`src/rtl/barrel_pkg.sv`:
```
// Shared types and constants for the 4-bit barrel shifter command path.
// Used by shift_cmd_issuer and its FIFOs.
package barrel_pkg;

    localparam int DATA_W  = 4;
    localparam int SHIFT_W = 2;

    localparam logic DIR_LEFT  = 1'b0;
    localparam logic DIR_RIGHT = 1'b1;

    // One shift command as stored in the command FIFO (7 bits).
    typedef struct packed {
        logic [DATA_W-1:0]  data;
        logic [SHIFT_W-1:0] shift;
        logic               dir;
    } shift_cmd_t;

    localparam int CMD_W = $bits(shift_cmd_t);

    // Statistics counters stop at all-ones instead of wrapping.
    localparam int          STAT_W   = 16;
    localparam logic [15:0] STAT_MAX = 16'hFFFF;

    function automatic logic [STAT_W-1:0] sat_inc(input logic [STAT_W-1:0] v);
        if (v == STAT_MAX) begin
            return v;
        end
        return v + 16'd1;
    endfunction

endpackage

```
`src/rtl/sync_fifo.sv`:
```
// Single-clock FIFO with occupancy count.
// Pushes while full and pops while empty are ignored, so callers may gate
// with full/empty or rely on this guard. DEPTH need not be a power of two:
// the pointers wrap explicitly at DEPTH-1.
module sync_fifo #(
    parameter int WIDTH = 8,
    parameter int DEPTH = 4
) (
    input  logic                       clk,
    input  logic                       rst_n,
    input  logic                       push,
    input  logic [WIDTH-1:0]           wdata,
    input  logic                       pop,
    output logic [WIDTH-1:0]           rdata,
    output logic                       full,
    output logic                       empty,
    output logic [$clog2(DEPTH+1)-1:0] count
);

    localparam int PTR_W = (DEPTH > 1) ? $clog2(DEPTH) : 1;
    localparam int CNT_W = $clog2(DEPTH + 1);

    localparam logic [PTR_W-1:0] LAST_PTR = PTR_W'(DEPTH - 1);
    localparam logic [CNT_W-1:0] FULL_CNT = CNT_W'(DEPTH);

    logic [WIDTH-1:0] mem [DEPTH];
    logic [PTR_W-1:0] wr_ptr;
    logic [PTR_W-1:0] rd_ptr;
    logic             do_push;
    logic             do_pop;

    function automatic logic [PTR_W-1:0] ptr_inc(input logic [PTR_W-1:0] p);
        if (p == LAST_PTR) begin
            return '0;
        end
        return p + 1'b1;
    endfunction

    assign full    = (count == FULL_CNT);
    assign empty   = (count == '0);
    assign do_push = push && !full;
    assign do_pop  = pop && !empty;
    assign rdata   = mem[rd_ptr];

    // Pointer and occupancy bookkeeping; simultaneous push and pop leave count unchanged.
    always_ff @(posedge clk or negedge rst_n) begin
        if (!rst_n) begin
            wr_ptr <= '0;
            rd_ptr <= '0;
            count  <= '0;
        end else begin
            if (do_push) begin
                wr_ptr <= ptr_inc(wr_ptr);
            end
            if (do_pop) begin
                rd_ptr <= ptr_inc(rd_ptr);
            end
            case ({do_push, do_pop})
                2'b10:   count <= count + 1'b1;
                2'b01:   count <= count - 1'b1;
                default: count <= count;
            endcase
        end
    end

    // Storage array; contents need no reset because count gates every read.
    always_ff @(posedge clk) begin
        if (do_push) begin
            mem[wr_ptr] <= wdata;
        end
    end

endmodule

```
`src/rtl/shift_cmd_issuer.sv`:
```
// Command stage in front of the 4-bit barrel shifter.
// Buffers incoming shift commands, issues at most one per cycle to the
// shifter's registered inputs, captures the shifter's registered result two
// edges after issue, and presents results in order on a valid/ready output.
// Issue is credit-limited so the result buffer can never overflow.
// Optional macro SHIFT_CMD_STATS_EN adds saturating issue/stall counters.
module shift_cmd_issuer
    import barrel_pkg::*;
#(
    parameter int CMD_DEPTH = 4,
    parameter int RES_DEPTH = 2
) (
    input  logic               clk,
    input  logic               rst_n,
    input  logic               in_valid,
    output logic               in_ready,
    input  logic [DATA_W-1:0]  in_data,
    input  logic [SHIFT_W-1:0] in_shift,
    input  logic               in_dir,
    output logic [DATA_W-1:0]  sh_data,
    output logic [SHIFT_W-1:0] sh_shift,
    output logic               sh_dir,
    output logic               sh_issue,
    input  logic [DATA_W-1:0]  sh_result,
    output logic               out_valid,
    input  logic               out_ready,
    output logic [DATA_W-1:0]  out_result,
    output logic               busy
`ifdef SHIFT_CMD_STATS_EN
    ,
    output logic [STAT_W-1:0]  stat_issued,
    output logic [STAT_W-1:0]  stat_stall
`endif
);

    // Handshakes: a transfer happens on a rising edge where valid && ready.
    // Valid never waits for ready; once raised, valid and its payload hold
    // until the transfer. in_ready depends only on command FIFO fullness and
    // out_valid only on result buffer occupancy, never on the partner's signal.

    localparam int CMD_CNT_W = $clog2(CMD_DEPTH + 1);
    localparam int RES_CNT_W = $clog2(RES_DEPTH + 1);
    localparam int CREDIT_W  = RES_CNT_W + 2;

    localparam logic [CREDIT_W-1:0] CREDIT_LIMIT = CREDIT_W'(RES_DEPTH);

    // Reject illegal depth configurations at elaboration.
    if ((CMD_DEPTH < 2) || ((CMD_DEPTH & (CMD_DEPTH - 1)) != 0)) begin : g_bad_cmd_depth
        $error("CMD_DEPTH must be a power of two and at least 2");
    end
    if (RES_DEPTH < 2) begin : g_bad_res_depth
        $error("RES_DEPTH must be at least 2");
    end

    shift_cmd_t            in_cmd;
    shift_cmd_t            cmd_head;
    logic                  cmd_push;
    logic                  cmd_full;
    logic                  cmd_empty;
    logic [CMD_CNT_W-1:0]  cmd_count;

    logic                  res_push;
    logic                  res_pop;
    logic                  res_full;
    logic                  res_empty;
    logic [RES_CNT_W-1:0]  res_count;
    logic [DATA_W-1:0]     res_head;

    // pend marks the cycle in which the shifter's output register holds the
    // result of the command issued two edges earlier.
    logic                  pend;
    logic [CREDIT_W-1:0]   credit_used;
    logic                  credit_ok;
    logic                  issue;

    assign in_cmd = '{data: in_data, shift: in_shift, dir: in_dir};

    assign in_ready = !cmd_full;
    assign cmd_push = in_valid && in_ready;

    // A result slot is reserved for every buffered result plus every command
    // still travelling through the shifter. Slots freed by an output pop on
    // this edge only become usable on the next one.
    assign credit_used = CREDIT_W'(res_count) + CREDIT_W'(sh_issue) + CREDIT_W'(pend);
    assign credit_ok   = (credit_used < CREDIT_LIMIT);
    assign issue       = !cmd_empty && credit_ok;

    // The credit rule keeps the buffer from being full when pend is high;
    // the full guard only protects against misuse of the parameters.
    assign res_push = pend && !res_full;
    assign res_pop  = out_valid && out_ready;

    assign out_valid  = !res_empty;
    assign out_result = res_head;

    assign busy = (cmd_count != '0) || sh_issue || pend || !res_empty;

    sync_fifo #(
        .WIDTH (CMD_W),
        .DEPTH (CMD_DEPTH)
    ) u_cmd_fifo (
        .clk   (clk),
        .rst_n (rst_n),
        .push  (cmd_push),
        .wdata (in_cmd),
        .pop   (issue),
        .rdata (cmd_head),
        .full  (cmd_full),
        .empty (cmd_empty),
        .count (cmd_count)
    );

    sync_fifo #(
        .WIDTH (DATA_W),
        .DEPTH (RES_DEPTH)
    ) u_res_fifo (
        .clk   (clk),
        .rst_n (rst_n),
        .push  (res_push),
        .wdata (sh_result),
        .pop   (res_pop),
        .rdata (res_head),
        .full  (res_full),
        .empty (res_empty),
        .count (res_count)
    );

    // Shifter drive registers and the capture-timing pipeline; sh_* hold
    // their last command when nothing is issued.
    always_ff @(posedge clk or negedge rst_n) begin
        if (!rst_n) begin
            sh_data  <= '0;
            sh_shift <= '0;
            sh_dir   <= DIR_LEFT;
            sh_issue <= 1'b0;
            pend     <= 1'b0;
        end else begin
            sh_issue <= issue;
            pend     <= sh_issue;
            if (issue) begin
                sh_data  <= cmd_head.data;
                sh_shift <= cmd_head.shift;
                sh_dir   <= cmd_head.dir;
            end
        end
    end

`ifdef SHIFT_CMD_STATS_EN
    logic stall;

    assign stall = !cmd_empty && !credit_ok;

    // Saturating counts of issued commands and of cycles blocked by credit.
    always_ff @(posedge clk or negedge rst_n) begin
        if (!rst_n) begin
            stat_issued <= '0;
            stat_stall  <= '0;
        end else begin
            if (issue) begin
                stat_issued <= sat_inc(stat_issued);
            end
            if (stall) begin
                stat_stall <= sat_inc(stat_stall);
            end
        end
    end
`endif

endmodule
```
`config.mk`:
```
export PLATFORM = sky130hd
export DESIGN_NAME = shift_cmd_issuer
export DESIGN_NICKNAME = d
export VERILOG_FILES = /design/src/rtl/barrel_pkg.sv /design/src/rtl/sync_fifo.sv /design/src/rtl/shift_cmd_issuer.sv
export SDC_FILE = /design/constraint.sdc
export NUM_CORES = 1
export LEC_CHECK = 0
export BUFFER_PORTS_ARGS = -buffer_cell sky130_fd_sc_hd__buf_2
export CORE_MARGIN = 4
export CORE_UTILIZATION = 56
export DETAILED_ROUTE_END_ITERATION = 8
export HOLD_SLACK_MARGIN = 0.05
export PLACE_DENSITY_LB_ADDON = 0.2
export SLEW_MARGIN = 40
export SYNTH_ARGS = -nofsm -noshare
export SYNTH_HDL_FRONTEND = slang
export SYNTH_HIERARCHICAL = 1
export SYNTH_SLANG_ARGS = --single-unit
```
`constraint.sdc`:
```
create_clock -name clk -period 3.55 [get_ports clk]
set_input_delay 0.5325 -clock clk [delete_from_list [all_inputs] [get_ports clk]]
set_output_delay 0.5325 -clock clk [all_outputs]
set_load 0.01 [all_outputs]
```
==> out/metrics.cfg <==
[outcome]
status = complete, no violations

[sta]
worst_pin_slew_ns = 0.556
maxSlewViolCount = 0
min_period_ns = 2.59
final.period_utilization_pct = 72.9
fin_worst_skew_ns = 0.00398
tns_ns = 0
max_slew_margin_pct = 62.9
rsz0062_at_grt = false
fmax_ghz = 0.386
setup_viol = 0
finalHoldWorstSlack_ns = 0.174
finalHoldViolations = 0

[floorplan]
dieArea_um2 = 5310
die_h_um = 72.9
rows = 23
core_area_um2 = 4030
pin_count = 30
die_w_um = 72.9
start_util_pct = 58.5

[global_routing]
antenna_found_initial = 0
grt_max_degree = 21
grt.total_usage_pct = 15.9
grt_pass1_wl_mm = 6.16
grt_pass1_vias = 1287
gr-total-overflow = 0

[yosys]
ys_types = 28
yosysWarningCount = 6
synth-edff-count = 36
yosysMostFrequentCell = edfxtp_1
yosys_register_bits = 56
syn_avg_cell_area_um2 = 17.9
syn_area_um2 = 2360
async_reset_ff_share_pct = 35.7
synth.cells.most_frequent = edfxtp_1, dfrtp_1, inv_1
ys.flop_type = edfxtp_1
synth_top_area_share_pct = 45.8
synth_nets = 156
ys_seq_area_share_pct = 67.1
netlist_instances = 132
synthTopCellsByArea = edfxtp_1, dfrtp_1, mux4_2
synth_top_area_cell = edfxtp_1

[critical_path]
worstSetupPathType = reg2reg
slowest_stage = dfrtp_1
critical_path_buf_inv_count = 3
cp_max_fo = 9
crit_chain = ha_1, a2111oi_4, buf_4, nand2b_4, inv_1, ha_1, inv_1, fa_1, xor2_1, nor2_1, xor2_1
slowest_delay_ns = 0.44
crit_required_ns = 3.78
path_delay_family = adder cells
crit_path_end_kind = register
start_kind = register
cp.arrival_ns = 2.82

[final_layout]
regArea_um2 = 1580
nFillCells = 294
diodes = 0
final_cells = 218
drive_gt1_share_pct = 39.9
syn_to_final_growth_pct = 12.5
multi_input_area_um2 = 731
final_nets = 191

[clocking]
post_cts_resized = 0
cts_made_buffers = 5
clk_pin_slew_ns = 0.09
cts_tree = done
cts_hold_buf = 0
htree_num_levels = 2
root_buffer = clkbuf_8
cts.path.max_buffers = 2
clock_latency_ns = 0.30
clock_sinks = 56
post-cts-setup-buffers = 0

[drt]
num_vias = 1147
drt_first_pass_iters = 4
finalWirelength_mm = 3.61
drtIter0Drc = 63
drcViolationCount = 0
wire_per_inst_um = 16.5
vias_per_cell = 5.26
postRouteAntennaNets = 0

[power_and_ir_drop]
peakVddDrop_mv = 0.425
p_per_area_nw_per_um2 = 884
p_leak_nw = 1.06

[placed_design]
dp_hpwl_mm = 2.60
portBuffers = 29
dpl.cell_count = 210
gp_congestion = 0.744

[worst_hold_path]
holdCritPathClass = in2async

[run]
max_cap_violations = 0

[stage by stage]
| step | setup WS [ns] | util [%] | area, um2 | total power [mW] |
|---|---|---|---|---|
| 3_5_place_dp | 0.962 | 63.7 | 2560 | 2.05 |
| 3_3_place_gp | 1.01 | 63.7 | 2560 | 1.99 |
| 4_1_cts | 0.937 | 65.8 | 2650 | 2.39 |
| 5_1_grt | 0.827 | 65.8 | 2650 | 2.53 |
| 2_1_floorplan | 0.987 | - | 2360 | 1.78 |
| 6_report | 0.961 | 65.8 | 2650 | 2.34 |
[flip-flops by register name, summed over array words and instances, names as in the netlist, 2 cells and up]
| register | flops |
|---|---|
| u_cmd_fifo/rd_ptr | 2 |
| u_res_fifo/count | 2 |
| sh_shift | 2 |
| u_res_fifo/mem | 8 |
| u_cmd_fifo/wr_ptr | 2 |
| u_cmd_fifo/mem | 28 |
| sh_data | 4 |
| u_cmd_fifo/count | 3 |
[power breakdown]
part,switching (mW),internal (mW),total [mW],leakage [nW]
Combinational,0.408,0.502,0.910,0.451
Clock,0.195,0.138,0.333,0.0479
Sequential,0.180,0.920,1.10,0.565
Total,0.784,1.56,2.34,1.06
[area by class of cell]
type                    instances  share of cell area, %
well taps                      50                   2.36
repair buffers                 30                   5.75
clock buffers                   5                   2.59
clock inverters                 3                  0.708
multi-input cells              64                   27.5
inverters                      10                   1.42
flip-flops and latches         56                   59.6
[cell usage in the layout (no fill, tap or decap), drive strengths merged]
master / count
nor2b: 5
dfrtp: 20
nor3b: 1
ha: 8
mux2: 15
nand2b: 2
or3: 1
or4: 1
and2: 4
clkbuf: 5
fa: 1
inv: 10
nor2: 6
a2111oi: 1
buf: 30
nor3: 1
edfxtp: 36
clkinv: 3
mux2i: 1
and3: 1
xnor2: 4
nand2: 1
xor2: 4
mux4: 7
[layer usage]
layer | share of wire [%] | track usage, % | up-vias
met5 | 0 | 0 | -
met4 | 1.2 | 4.92 | 0
met1 | 41 | 19.2 | 573
met3 | 4.7 | 4.96 | 5
li1 | - | - | 548
met2 | 53 | 27.4 | 21
[kinds of logic after synthesis]
group	Yosys count	synth area share (%)
buffers and inverters	12	1.96
XOR/XNOR	8	2.97
flip-flops	56	67.1
multiplexers	23	14.6
adder cells (fa/ha/maj)	9	5.09
AND/OR/NAND/NOR	23	7.16
AO/OA/AOI/OAI	1	1.17
[worst paths after layout]
path	from	to	slack (ns)	cells after the start
worst max-delay path	u_res_fifo/count[0]	u_cmd_fifo/count[2]	0.96	11
worst min-delay path	rst_n	sh_shift[1]	0.17	1
worst max register to register	u_res_fifo/count[0]	u_cmd_fifo/count[2]	0.96	11
worst min register to register	sh_issue	pend	0.48	0
max in group asynchronous	rst_n	u_res_fifo/count[1]	3.05	1
min in group clk	sh_result[3]	u_res_fifo/mem[0][3]	0.41	1
No activity file was read; power rests on OpenSTA's default activity.
